==> src/rtl/shift_deserializer.sv <==
// Serial-to-parallel deserializer with sync framing.
// Flags aborted frames and words dropped while the output is held.
module shift_deserializer #(
  parameter int WIDTH     = 8,
  parameter bit MSB_FIRST = 1'b1
) (
  input  logic             clk,
  input  logic             reset_n,
  input  logic             bit_en,
  input  logic             s_in,
  input  logic             sync,
  input  logic             d_ack,
  output logic [WIDTH-1:0] d_out,
  output logic             d_valid,
  output logic             frame_err,
  output logic             overrun
);

  localparam int CW = $clog2(WIDTH) + 1;

  typedef enum logic {
    IDLE,
    SHIFT
  } state_t;

  state_t           state_q, state_d;
  logic [CW-1:0]    count_q, count_d;
  logic [WIDTH-1:0] sreg_q, sreg_d;
  logic [WIDTH-1:0] shifted, first;
  logic             done, abort, load;

  // First bit is placed so that WIDTH-1 further shifts land it at the far end.
  always_comb begin
    if (MSB_FIRST) begin
      shifted = (sreg_q << 1) | WIDTH'(s_in);
      first   = WIDTH'(s_in);
    end else begin
      shifted = (sreg_q >> 1) | {s_in, {(WIDTH-1){1'b0}}};
      first   = {s_in, {(WIDTH-1){1'b0}}};
    end
  end

  always_comb begin
    state_d = state_q;
    count_d = count_q;
    sreg_d  = sreg_q;
    done    = 1'b0;
    abort   = 1'b0;
    if (bit_en) begin
      case (state_q)
        IDLE: begin
          if (sync) begin
            sreg_d  = first;
            count_d = CW'(1);
            state_d = SHIFT;
          end
        end
        SHIFT: begin
          if (sync) begin
            abort   = 1'b1;
            sreg_d  = first;
            count_d = CW'(1);
          end else if (count_q == CW'(WIDTH - 1)) begin
            done    = 1'b1;
            sreg_d  = shifted;
            count_d = count_q + CW'(1);
            state_d = IDLE;
          end else begin
            sreg_d  = shifted;
            count_d = count_q + CW'(1);
          end
        end
        default: state_d = IDLE;
      endcase
    end
  end

  assign load = done && (!d_valid || d_ack);

  always_ff @(posedge clk or negedge reset_n) begin
    if (!reset_n) begin
      state_q <= IDLE;
      count_q <= '0;
      sreg_q  <= '0;
    end else begin
      state_q <= state_d;
      count_q <= count_d;
      sreg_q  <= sreg_d;
    end
  end

  // A completing word wins over a same-edge ack, so d_valid stays set.
  always_ff @(posedge clk or negedge reset_n) begin
    if (!reset_n) begin
      d_out     <= '0;
      d_valid   <= 1'b0;
      frame_err <= 1'b0;
      overrun   <= 1'b0;
    end else begin
      frame_err <= abort;
      if (load) begin
        d_out   <= shifted;
        d_valid <= 1'b1;
      end else if (d_ack) begin
        d_valid <= 1'b0;
      end
      if (done && !load) overrun <= 1'b1;
    end
  end

endmodule

==> config.mk <==
export PLATFORM = sky130hd
export DESIGN_NAME = shift_deserializer
export DESIGN_NICKNAME = d
export VERILOG_FILES = /design/src/rtl/shift_deserializer.sv
export SDC_FILE = /design/constraint.sdc
export NUM_CORES = 1
export LEC_CHECK = 0
export CAP_MARGIN = 20
export CORE_MARGIN = 1.5
export CORE_UTILIZATION = 54
export CTS_BUF_LIST = sky130_fd_sc_hd__clkbuf_4 sky130_fd_sc_hd__clkbuf_8
export CTS_CLUSTER_SIZE = 14
export DETAILED_ROUTE_END_ITERATION = 10
export GPL_ROUTABILITY_DRIVEN = 0
export HOLD_SLACK_MARGIN = 0.15
export PLACE_DENSITY = 0.87
export RECOVER_POWER = 25
export SLEW_MARGIN = 15
export SYNTH_ARGS = -nofsm -noshare
export SYNTH_HDL_FRONTEND = slang
export SYNTH_SLANG_ARGS = --single-unit
==> constraint.sdc <==
create_clock -name clk -period 2.4 [get_ports clk]
set_input_delay 0.72 -clock clk [delete_from_list [all_inputs] [get_ports clk]]
set_output_delay 0.72 -clock clk [all_outputs]
set_load 0.03 [all_outputs]
== Yosys cells after proc, flatten, opt, wreduce, memory -nomap -nowiden ==
Index checks and enable logic that the tools add are counted.

* Bits of input ports: 6
* Logic and storage cells: 37
* Flip-flop bits (word level): 23

* Add/subtract/negate cells: 1
* Reduce and logical (&&, ||, !) cells: 7
* Equality and inequality tests: 2
* Multiplexer cells: 18
* Bitwise operators: 2

{| class="wikitable"
|+ Operators by type and width
! kind !! count
|-
| two-way mux 7 bit || 2
|-
| case mux 7 bit (2 select lines) || 1
|-
| two-way mux 1 bit || 11
|-
| two-way mux 4 bit || 2
|-
| OR 8 x 1 -> 8 bit || 1
|-
| case mux 4 bit (2 select lines) || 1
|-
| adder 4 x 1 -> 4 bit (second input constant) || 1
|-
| equality test 4 x 3 -> 1 bit (second input constant) || 1
|-
| logical AND 1 bit || 2
|-
| logical NOT 1 bit || 2
|-
| != test 2 bit (second input constant) || 1
|-
| case mux 1 bit (2 select lines) || 1
|-
| AND reduction 2 bit || 1
|-
| nonzero test 2 bit || 1
|-
| logical OR 1 bit || 1
|-
| NOT 1 bit || 1
|}

== Longest topological paths before layout ==
* Word-level depth: 8
* Depth in mapped cells: 5

== Least setup slack after synthesis ==
Ideal clock, no wire load.

* Path kind: input to register
* Start: input port d_ack
* End: register d_out[0]
* Required time: 2275 ps
* Data arrival time: 1728 ps
* Setup slack: 547 ps
* Setup time: 125 ps
* Stages: 4
* Path through: nand2b_1 -> or4b_4 -> buf_6 -> mux2_4

* Cells in the longest elaborated chain, start to end: 2

{| class="wikitable"
|+ RTL lines
! item !! line !! text
|-
| from (decl) || 12 || <nowiki>input logic d_ack,</nowiki>
|-
| logical OR 1 bit || 78 || <nowiki>assign load = done && (!d_valid || d_ack);</nowiki>
|-
| logical AND 1 bit || 78 ||
|-
| to (signal assigned) || 102 || <nowiki>d_out <= shifted;</nowiki>
|-
| to (decl) || 13 || <nowiki>output logic [WIDTH-1:0] d_out,</nowiki>
|}

No other way between the ends.
A chain may end at the register's enable or synchronous reset.

== Worst setup path in the final report ==
* Start: register d_out[0]
* End: output port d_out[0]

No word-level cell between the ends.

==> metrics.yaml <==
cts.clk_slew.worst_paths_ps: 120
ctsHoldBuffers: 0
antenna_left: 0
hold_path.class: "reg2reg"
synth.net_count: 95
ios: 17
synth_edf_count: 0
fmax_ghz: 0.479
cp_num_cells: 1
syn_area_sq_um: 1070
netlist.area_leader.share_pct: 54.0
startpoint: "d_out[0]"
worstSkewPairLatency_ps: 310
cts_buffers: 3
crit_buf_inv: 1
synth.largest_area_cell: "dfrtp_1"
wl_met3_microns: 80
grt_pass1_vias: 694
p_per_area_nw_per_um2: 823
dr_wl_met2_microns: 938
final_cell_area_sq_um: 1280
synth_common_cells: "dfrtp_1 (23), inv_1 (9), mux2_4 (8), o22ai_1 (8), o22a_1 (5)"
fin_crit_sh_pct: 86.9
grt-ovfl-total: 0
drcViolationCount: 0
die-area_sq_um: 2250
p_leak_nw: 0.577
async_reset_ff_share_pct: 100
cp_slowest_cell: "clkdlybuf4s50_1"
grt_max_degree: 24
arrival_ps: 1370
holdPathStages: 1
drv_cap: 0
avgSynthCellArea_sq_um: 12.1
rsz0062_at_grt: "no"
placed_cells: 127
critical_path.top_delay_family: "buffers and inverters"
vias_per_cell: 5.72
hold_viol: 0
route.vias.total: 749
track_usage_pct: 19.5
synth.area.top_cells: "dfrtp_1 (54%), mux2_4 (11%), o22ai_1 (4.7%), o22a_1 (4.1%), inv_1 (3.2%)"
grt_pass1_wl_microns: 3020
setup_tns_ps: 0
setup_violations: 0
avgRoutedWirePerCell_microns: 13.7
status: "finished clean"
die_width_microns: 47.4
utilization_pct: 71.6
dpl-instance-area_sq_um: 1250
synth_warnings: 0
cts_tree: "built"
instances_no_fill: 131
critPathMaxFanout: 2
rows: 15
syn_inst: 88
routed.top_layer: "met4"
irDropWorstVdd_uv: 695
clockBufferDepth: 2
cpPeakStageDelay_ps: 670
port_buffers: 16
wl_met1_microns: 764
cp.required_ps: 1680
final_nets: 114
postCtsSetupBuffers: 0
drive_above_1_share_pct: 16.0
coreArea_sq_um: 1780
ctsHtreeMaxLevel: 1
dp_slack_ps: -22.9
synth.distinct_cells: 26
ff2ff_setup_slack_ps: 510
crit_path_end: "d_out[0]"
crit_type: "reg2out"
synth_ff_type: "dfrtp_1"
maxSlewHeadroom_pct: 20.4
rr_startpoint: "state_q"
reg2reg_depth: 3
cts_resized: 0
tightest_slew_ps: 1190
yosysMostFrequentCell: "dfrtp_1"
endpoint_kind: "primary output"
start_kind: "register"
diodes: 0
setup_ws_ps: 314
report.final.slew_viol_count: 0
hpwlAfterDp_microns: 1310
cts_root_buf: "clkbuf_4"
clkSinkCount: 23
start_util_pct: 59.8
crit_chain: "clkdlybuf4s50_1"
antenna_found_initial: 0
r2r-end: "d_out[4]"
drt-total-wl_microns: 1800
clock-skew-final_ps: 6.32
dieHeight_microns: 47.4
drtIter0Drc: 15
fin_crit_ps: 2090
area_growth_pct: 19.7
dr.pass1.iters: 4
ys_seq_area_share_pct: 54.0
ys_seq_elements: 23
placed cells by master (no fill, tap or decap), types with 2 or more instances in the layout:
cell,Yosys,routed
dfrtp_1,23,23
clkdlybuf4s50_1,0,15
inv_1,9,9
mux2_4,8,8
o22ai_1,8,8
o22a_1,5,5
nand3_1,4,4
o21a_1,4,4
clkbuf_4,0,4
nand2_1,3,3
buf_4,0,3
nand3b_1,2,2
nand4_1,2,2
area by class of cell:
type	instances	area (sq um)
Timing Repair Buffer	20	186
Fill cell	130	507
Clock buffer	4	30.0
Inverter	9	33.8
Tap cell	25	31.3
Sequential cell	23	576
Multi-Input combinational cell	50	419
cell families (layout without fill, tap and decap cells):
kind of cell | count (synthesis) | count (layout) | synth area share, %
DFF | 23 | 23 | 54.0
AOI/OAI and AO/OA | 22 | 22 | 14.9
and+or+nand+nor | 18 | 18 | 10.9
buffers and inverters | 15 | 33 | 6.69
muxes | 9 | 9 | 12.3
adders and majority gates | 1 | 1 | 1.17
power by group:
group	switching [mW]	leakage (nW)	internal, mW
Sequential	0.0703	0.303	0.458
Clock	0.112	0.0184	0.0763
Combinational	0.163	0.256	0.171
Total	0.345	0.577	0.705
metal layers:
| metal | GRT usage, % | up-vias |
|---|---|---|
| met5 | 0 | - |
| met4 | 6.67 | 0 |
| met3 | 2.26 | 3 |
| met2 | 34.9 | 22 |
| met1 | 24.3 | 368 |
| li1 | - | 356 |
metrics by stage:
step	hold slack (ps)	total power [mW]
floorplan	424	0.756
global placement	462	0.853
detailed placement	493	0.875
CTS	521	1.05
global route	534	1.11
finish	516	1.05
sequential cells by signal, indices dropped and copies added, names as in the netlist:
| register | cells |
|---|---|
| d_valid | 1 |
| sreg_q | 7 |
| state_q | 1 |
| overrun | 1 |
| count_q | 4 |
| d_out | 8 |
| frame_err | 1 |
worst min-delay path by stage:
stage	from	to	slack [ps]
final	sreg_q[2]	d_out[3]	520
after global routing	sreg_q[2]	d_out[3]	530
after CTS	sreg_q[6]	d_out[7]	520
after detailed placement	sreg_q[6]	d_out[7]	490
after global placement	overrun	overrun	460
after floorplan	reset_n	count_q[0]	420
Power figures use the tool's default switching activity.
